File: src/rtl/lns_sb_arbiter_if.sv
// Request/response and shared S_B bus for lns_sb_arbiter.
// slave = arbiter view, master = requester/S_B/consumer view.
interface lns_sb_arbiter_if #(
  parameter int NUM_REQ = 2,
  parameter int W       = 11,
  parameter int IDW     = 3
);
  logic [NUM_REQ-1:0]          req_valid;
  logic [NUM_REQ-1:0]          req_ready;
  logic [NUM_REQ-1:0][W-1:0]   req_a;
  logic [NUM_REQ-1:0][W-1:0]   req_b;
  logic [NUM_REQ-1:0][1:0]     req_zero;   // {b_is_zero, a_is_zero}
  logic [W-1:0]                sb_z;
  logic [W-1:0]                sb_val;
  logic                        resp_valid;
  logic                        resp_ready;
  logic [IDW-1:0]              resp_id;
  logic [W-1:0]                resp_r;
  logic                        resp_zero;
  logic                        resp_ovf;

  modport slave (
    input  req_valid, req_a, req_b, req_zero, sb_val, resp_ready,
    output req_ready, sb_z, resp_valid, resp_id, resp_r, resp_zero, resp_ovf
  );
  modport master (
    output req_valid, req_a, req_b, req_zero, sb_val, resp_ready,
    input  req_ready, sb_z, resp_valid, resp_id, resp_r, resp_zero, resp_ovf
  );
endinterface

File: src/rtl/lns_sb_arbiter.sv
// Round-robin share of one combinational S_B evaluator; same-sign LNS add
// r = max(a,b) + sb(min-max) with zero bypass and +max saturation.
module lns_sb_arbiter #(
  parameter int NUM_REQ = 2,
  parameter int W       = 11,
  parameter int IDW     = 3
) (
  input  logic            clk,
  input  logic            rst_n,
  lns_sb_arbiter_if.slave bus
);
  localparam int         PW   = (NUM_REQ > 1) ? $clog2(NUM_REQ) : 1;
  localparam logic [W:0] MAXV = {2'b00, {(W-1){1'b1}}};
  localparam logic [W:0] MINV = {2'b11, {(W-1){1'b0}}};

  typedef enum logic [1:0] {S_IDLE, S_ALIGN, S_EVAL, S_RESP} state_t;
  state_t r_state, w_nxt;

  logic [PW-1:0]      r_ptr, w_gnt, w_idx;
  logic               w_found, w_accept;
  logic [W-1:0]       r_a, r_b;
  logic [1:0]         r_zf;
  logic [IDW-1:0]     r_id;
  logic [W-1:0]       r_sb_z, r_resp_r;
  logic               r_resp_valid, r_resp_zero, r_resp_ovf;
  logic [IDW-1:0]     r_resp_id;
  logic [NUM_REQ-1:0] w_req_ready;
  logic [W-1:0]       w_mx, w_mn, w_z, w_r;
  logic [W:0]         w_d, w_sum;
  logic               w_sat, w_ovf, w_zero;

  // first valid requester scanning upward from the rr pointer
  always_comb begin
    w_found = 1'b0;
    w_gnt   = '0;
    w_idx   = '0;
    for (int k = 0; k < NUM_REQ; k++) begin
      w_idx = PW'((int'(r_ptr) + k) % NUM_REQ);
      if (!w_found && bus.req_valid[w_idx]) begin
        w_found = 1'b1;
        w_gnt   = w_idx;
      end
    end
  end

  assign w_accept = (r_state == S_IDLE) && w_found;

  // state register
  always_ff @(posedge clk or negedge rst_n) begin
    if (!rst_n) r_state <= S_IDLE;
    else        r_state <= w_nxt;
  end

  // next-state
  always_comb begin
    w_nxt = r_state;
    case (r_state)
      S_IDLE:  if (w_found) w_nxt = S_ALIGN;
      S_ALIGN: w_nxt = S_EVAL;
      S_EVAL:  w_nxt = S_RESP;
      S_RESP:  if (bus.resp_ready) w_nxt = S_IDLE;
      default: w_nxt = S_IDLE;
    endcase
  end

  assign w_mx  = ($signed(r_a) >= $signed(r_b)) ? r_a : r_b;
  assign w_mn  = ($signed(r_a) >= $signed(r_b)) ? r_b : r_a;
  assign w_d   = {w_mn[W-1], w_mn} - {w_mx[W-1], w_mx};
  assign w_z   = ($signed(w_d) < $signed(MINV)) ? MINV[W-1:0] : w_d[W-1:0];
  assign w_sum = {w_mx[W-1], w_mx} + {bus.sb_val[W-1], bus.sb_val};
  assign w_sat = $signed(w_sum) > $signed(MAXV);

  // outputs: grant strobe and the result to be registered on the EVAL edge
  always_comb begin
    w_req_ready = '0;
    if (rst_n && w_accept) w_req_ready[w_gnt] = 1'b1;
    w_zero = 1'b0;
    w_ovf  = 1'b0;
    case (r_zf)
      2'b11: w_r = '0;
      2'b01: w_r = r_b;
      2'b10: w_r = r_a;
      default: begin
        w_r   = w_sat ? MAXV[W-1:0] : w_sum[W-1:0];
        w_ovf = w_sat;
      end
    endcase
    if (r_zf == 2'b11) w_zero = 1'b1;
  end

  always_ff @(posedge clk or negedge rst_n) begin
    if (!rst_n) begin
      r_ptr        <= '0;
      r_a          <= '0;
      r_b          <= '0;
      r_zf         <= '0;
      r_id         <= '0;
      r_sb_z       <= '0;
      r_resp_valid <= 1'b0;
      r_resp_id    <= '0;
      r_resp_r     <= '0;
      r_resp_zero  <= 1'b0;
      r_resp_ovf   <= 1'b0;
    end else begin
      if (w_accept) begin
        r_a   <= bus.req_a[w_gnt];
        r_b   <= bus.req_b[w_gnt];
        r_zf  <= bus.req_zero[w_gnt];
        r_id  <= IDW'(w_gnt);
        r_ptr <= (w_gnt == PW'(NUM_REQ-1)) ? '0 : w_gnt + PW'(1);
      end
      // sb_z is the only input of the shared S_B; it moves on ALIGN only
      if (r_state == S_ALIGN) r_sb_z <= w_z;
      if (r_state == S_EVAL) begin
        r_resp_valid <= 1'b1;
        r_resp_id    <= r_id;
        r_resp_r     <= w_r;
        r_resp_zero  <= w_zero;
        r_resp_ovf   <= w_ovf;
      end else if (r_state == S_RESP && bus.resp_ready) begin
        r_resp_valid <= 1'b0;
      end
    end
  end

  assign bus.req_ready  = w_req_ready;
  assign bus.sb_z       = r_sb_z;
  assign bus.resp_valid = r_resp_valid;
  assign bus.resp_id    = r_resp_id;
  assign bus.resp_r     = r_resp_r;
  assign bus.resp_zero  = r_resp_zero;
  assign bus.resp_ovf   = r_resp_ovf;
endmodule

File: src/flat_wrapper.sv
// flat-port wrapper written by rule: the top's interface ports become plain ports
module lns_sb_arbiter_flat 
#(
  parameter int NUM_REQ = 2,
  parameter int W       = 11,
  parameter int IDW     = 3
)
  (clk, rst_n, bus_req_valid, bus_req_a, bus_req_b, bus_req_zero, bus_sb_val, bus_resp_ready, bus_req_ready, bus_sb_z, bus_resp_valid, bus_resp_id, bus_resp_r, bus_resp_zero, bus_resp_ovf);
  lns_sb_arbiter_if #(.NUM_REQ(NUM_REQ), .W(W), .IDW(IDW)) bus_i ();
  input  logic clk;
  input  logic rst_n;
  input wire logic [$bits(bus_i.req_valid)-1:0] bus_req_valid;
  input wire logic [$bits(bus_i.req_a)-1:0] bus_req_a;
  input wire logic [$bits(bus_i.req_b)-1:0] bus_req_b;
  input wire logic [$bits(bus_i.req_zero)-1:0] bus_req_zero;
  input wire logic [$bits(bus_i.sb_val)-1:0] bus_sb_val;
  input wire logic [$bits(bus_i.resp_ready)-1:0] bus_resp_ready;
  output wire logic [$bits(bus_i.req_ready)-1:0] bus_req_ready;
  output wire logic [$bits(bus_i.sb_z)-1:0] bus_sb_z;
  output wire logic [$bits(bus_i.resp_valid)-1:0] bus_resp_valid;
  output wire logic [$bits(bus_i.resp_id)-1:0] bus_resp_id;
  output wire logic [$bits(bus_i.resp_r)-1:0] bus_resp_r;
  output wire logic [$bits(bus_i.resp_zero)-1:0] bus_resp_zero;
  output wire logic [$bits(bus_i.resp_ovf)-1:0] bus_resp_ovf;
  assign bus_i.req_valid = bus_req_valid;
  assign bus_i.req_a = bus_req_a;
  assign bus_i.req_b = bus_req_b;
  assign bus_i.req_zero = bus_req_zero;
  assign bus_i.sb_val = bus_sb_val;
  assign bus_i.resp_ready = bus_resp_ready;
  assign bus_req_ready = bus_i.req_ready;
  assign bus_sb_z = bus_i.sb_z;
  assign bus_resp_valid = bus_i.resp_valid;
  assign bus_resp_id = bus_i.resp_id;
  assign bus_resp_r = bus_i.resp_r;
  assign bus_resp_zero = bus_i.resp_zero;
  assign bus_resp_ovf = bus_i.resp_ovf;
  lns_sb_arbiter #(.NUM_REQ(NUM_REQ), .W(W), .IDW(IDW)) u_core (.clk(clk), .rst_n(rst_n), .bus(bus_i));
endmodule
File: config.mk
export PLATFORM = sky130hd
export DESIGN_NAME = lns_sb_arbiter_flat
export DESIGN_NICKNAME = d
export VERILOG_FILES = /design/src/rtl/lns_sb_arbiter_if.sv /design/src/rtl/lns_sb_arbiter.sv /design/src/flat_wrapper.sv
export SDC_FILE = /design/constraint.sdc
export NUM_CORES = 1
export LEC_CHECK = 0
export ABC_AREA = 1
export ABC_CLOCK_PERIOD_IN_PS = 3700
export BUFFER_PORTS_ARGS = -buffer_cell sky130_fd_sc_hd__buf_2
export CORE_MARGIN = 10
export CORE_UTILIZATION = 40
export CTS_CLUSTER_SIZE = 20
export DETAILED_ROUTE_END_ITERATION = 10
export PLACE_DENSITY = 0.73
export SYNTH_ARGS = -nofsm -noshare
export SYNTH_HDL_FRONTEND = slang
export SYNTH_SLANG_ARGS = --single-unit
File: constraint.sdc
create_clock -name clk -period 3.7 [get_ports clk]
set_clock_uncertainty 0.2 [all_clocks]
set_input_delay 0.74 -clock clk [delete_from_list [all_inputs] [get_ports clk]]
set_output_delay 0.74 -clock clk [all_outputs]
set_load 0.005 [all_outputs]
==> results.cfg <==
[synthesis]
seq_area_frac_synth_pct = 32.7
netlist_area_um2 = 4140
yosysWarnings = 0
synth_top_cell_by_area = dfrtp_1
synthTopCellsByArea = dfrtp_1 33%, nand2_1 15%, ha_1 8.8%
yosysMostFrequentCell = nand2_1
netlist_top_cells_count = 160 x nand2_1, 93 x inv_1, 54 x dfrtp_1
synth_edf_count = 0
synth.avg_cell_area_um2 = 7.06
syn_inst = 586
yosys_register_bits = 54
async_flop_share_pct = 100
synth_cell_types = 40
synth_top_cell_area_share_pct = 32.7
ys.flop_type = dfrtp_1

[worst_setup_path]
cp_max_fo = 8
ff2ff_path_depth = 24
path_cells = inv_2 -> ha_4 -> nand2_4 -> nor2_4 -> nand2_2 -> nor2_2 -> nor2_2 -> nand3_4 -> buf_6 -> nand3_2 -> nand2_2 -> inv_2 -> ha_4 -> nand2_4 -> nor3_2 -> nand2_1 -> o211ai_1 -> inv_1 -> nor2_2 -> nand2_1 -> a21oi_2 -> o21ai_2 -> or2_4 -> o311ai_1
cp_slowest_cell = dfrtp_1
worstPathArrival_ns = 3.75
crit_path_max_incr_delay_ns = 0.39
cpMostUsedCell = nor2_2
reg2reg_from = u_core.r_b[8]$_DFFE_PN0P_
rrSetupSlack_ns = -0.02
path_class = flip-flop to flip-flop
worstReg2RegEnd = u_core.bus.resp_r[2]$_DFFE_PN0P_
cp.required_ns = 3.72
worst_setup_path_end_kind = flip-flop
startpoint_type = flip-flop

[die]
core_um2 = 10200
dieArea_um2 = 14800
ios = 94
start_util_pct = 40.6
row_count = 37
die_h_um = 122
die_x_um = 122

[placement]
hpwl_um = 11200
routabilityCongestion = 0.980
port_buffers = 91
placed_area_um2 = 5160

[job]
cap_violations = 0

[global_routing]
grt_pass1_wl_um = 22500
grt_max_degree = 55
grt_pass1_vias = 4410
gr-total-overflow = 0
track_usage_pct = 18.8
antenna_found_initial = 0

[cts]
clock-sinks = 54
cts_tree = built
clk_path_buf_depth = 2
cts-root-buf = clkbuf_8
insertion_delay_ns = 0.33
htree_num_levels = 2
numCtsBuffers = 5
cts_hold_buf = 0
clk_pin_slew_ns = 0.11

[route]
drc = 0
wl_met2_um = 6750
final_antenna_net_count = 0
dr_wl_met3_um = 864
wl_met1_um = 6310
drt_iter0_drc = 320
top_layer = met4
wire_per_inst_um = 16.4
vias = 4598
routed_via_density = 5.27
wirelength_um = 14300
dr.pass1.iters = 5

[hold_path]
holdPathEnd = u_core.bus.sb_z[0]$_DFFE_PN0N_
min_path_type = flip-flop to flip-flop
hp-start = u_core.bus.sb_z[0]$_DFFE_PN0N_
holdPathStages = 2

[layout]
drive_gt1_share_pct = 35.3
area_growth_pct = 36.9
seqCellArea_um2 = 1350
final_nets = 830
multi_input_area_um2 = 2680
n_fill_cell = 965
insertedDiodeCount = 0
finalInstanceArea_um2 = 5660

[timing]
tightest_slew_ns = 0.791
rsz0062_at_grt = yes
layout_min_cycle_time_ns = 3.72
period_share_pct = 101
setup_viol = 2
setup_slack_ns = -0.0211
max_clock_freq_ghz = 0.269
hold_viol_final = 0
finalMaxSlewViolations = 0
fin_hold_ws_ns = 0.280
slew_headroom_pct = 47.2

[run_status]
status = finished, violations left
failed_checks = negative setup slack
==> through the flow <==
stage / cells / worst slack [ns] / TNS [ns] / util, %
floorplan: 587 / 0.00109 / 0 / -
global placement: 857 / -0.109 / -0.552 / 50.6
detailed placement: 857 / -0.244 / -1.85 / 50.6
CTS: 866 / -0.000326 / -0.000326 / 53.0
global route: 873 / -0.174 / -1.59 / 55.6
finish: 873 / -0.0211 / -0.0227 / 55.6
==> state kept, by name (all words and copies together), names as in the netlist <==
signal                 flops
u_core.bus.resp_id         1
u_core.bus.resp_ovf        1
u_core.bus.resp_r         11
u_core.bus.resp_valid      1
u_core.bus.resp_zero       1
u_core.bus.sb_z           11
u_core.r_a                11
u_core.r_b                11
u_core.r_id                1
u_core.r_ptr               1
u_core.r_state             2
u_core.r_zf                2
==> layout make-up <==
type | instances | area share [%]
Multi-Input combinational cell | 414 | 47.3
Sequential cell | 54 | 23.9
Timing Repair Buffer | 163 | 17.6
Inverter | 98 | 6.49
Tap cell | 136 | 3.00
Clock buffer | 6 | 1.46
Clock inverter | 2 | 0.221
==> kinds of logic after synthesis <==
family          count (synthesis)  synth area share, %
other cells                     1               0.0906
fa+ha+maj                      30                 9.25
buf+inv                       120                 11.5
xor+xnor                        4                0.847
compound gates                106                 16.7
flops                          54                 32.7
simple gates                  271                 29.0
==> timing repair <==
item,in CTS,in global routing
buffers inserted,1,6
setup endpoints to repair,12,12
resized for setup,28,46
pin swaps,0,28
cloned,0,1
==> worst max-delay path, delay by kind of cell (launching register included) <==
family                   cells  cell delay [ns]
AND/OR/NAND/NOR             14             1.60
adder cells (fa/ha/maj)      2             0.59
AO/OA/AOI/OAI                4             0.50
flip-flops                   1             0.39
buffers and inverters        4             0.34
==> worst max-delay path by stage <==
stage	start	endpoint	slack, ns	cells after the start
floorplan	u_core.r_b[10]$_DFFE_PN0P_	u_core.bus.resp_r[2]$_DFFE_PN0P_	0.001	23
global placement	u_core.r_b[2]$_DFFE_PN0P_	u_core.bus.resp_r[9]$_DFFE_PN0P_	-0.11	24
detailed placement	u_core.r_b[8]$_DFFE_PN0P_	u_core.bus.resp_r[9]$_DFFE_PN0P_	-0.24	24
CTS	u_core.r_b[2]$_DFFE_PN0P_	u_core.bus.resp_r[2]$_DFFE_PN0P_	-0.0003	24
global route	u_core.r_a[9]$_DFFE_PN0P_	u_core.bus.resp_r[2]$_DFFE_PN0P_	-0.17	23
finish	u_core.r_b[8]$_DFFE_PN0P_	u_core.bus.resp_r[2]$_DFFE_PN0P_	-0.02	24
==> cells in the final DEF (no fill, tap or decap), types with 3 or more instances in the layout <==
| cell | instances |
|---|---|
| a21oi_1 | 21 |
| a21oi_2 | 7 |
| buf_2 | 91 |
| buf_4 | 71 |
| clkbuf_8 | 6 |
| dfrtp_1 | 54 |
| ha_1 | 13 |
| ha_4 | 16 |
| inv_1 | 80 |
| inv_2 | 18 |
| nand2_1 | 151 |
| nand2_2 | 15 |
| nand2_4 | 6 |
| nand3_1 | 51 |
| nand3_2 | 5 |
| nand4_1 | 5 |
| nor2_1 | 21 |
| nor2_2 | 7 |
| o211ai_1 | 3 |
| o21ai_0 | 23 |
| o21ai_1 | 5 |
| o221ai_1 | 29 |
| o22ai_1 | 5 |
| xnor2_1 | 3 |
==> layer usage <==
layer	vias to the layer above	GRT usage, %
li1	2239	-
met1	2114	24.8
met2	217	31.1
met3	28	2.78
met4	0	6.04
met5	-	0
Power is not shown: default switching activity piles up to over one toggle a cycle in this logic, so the estimate is an artifact.
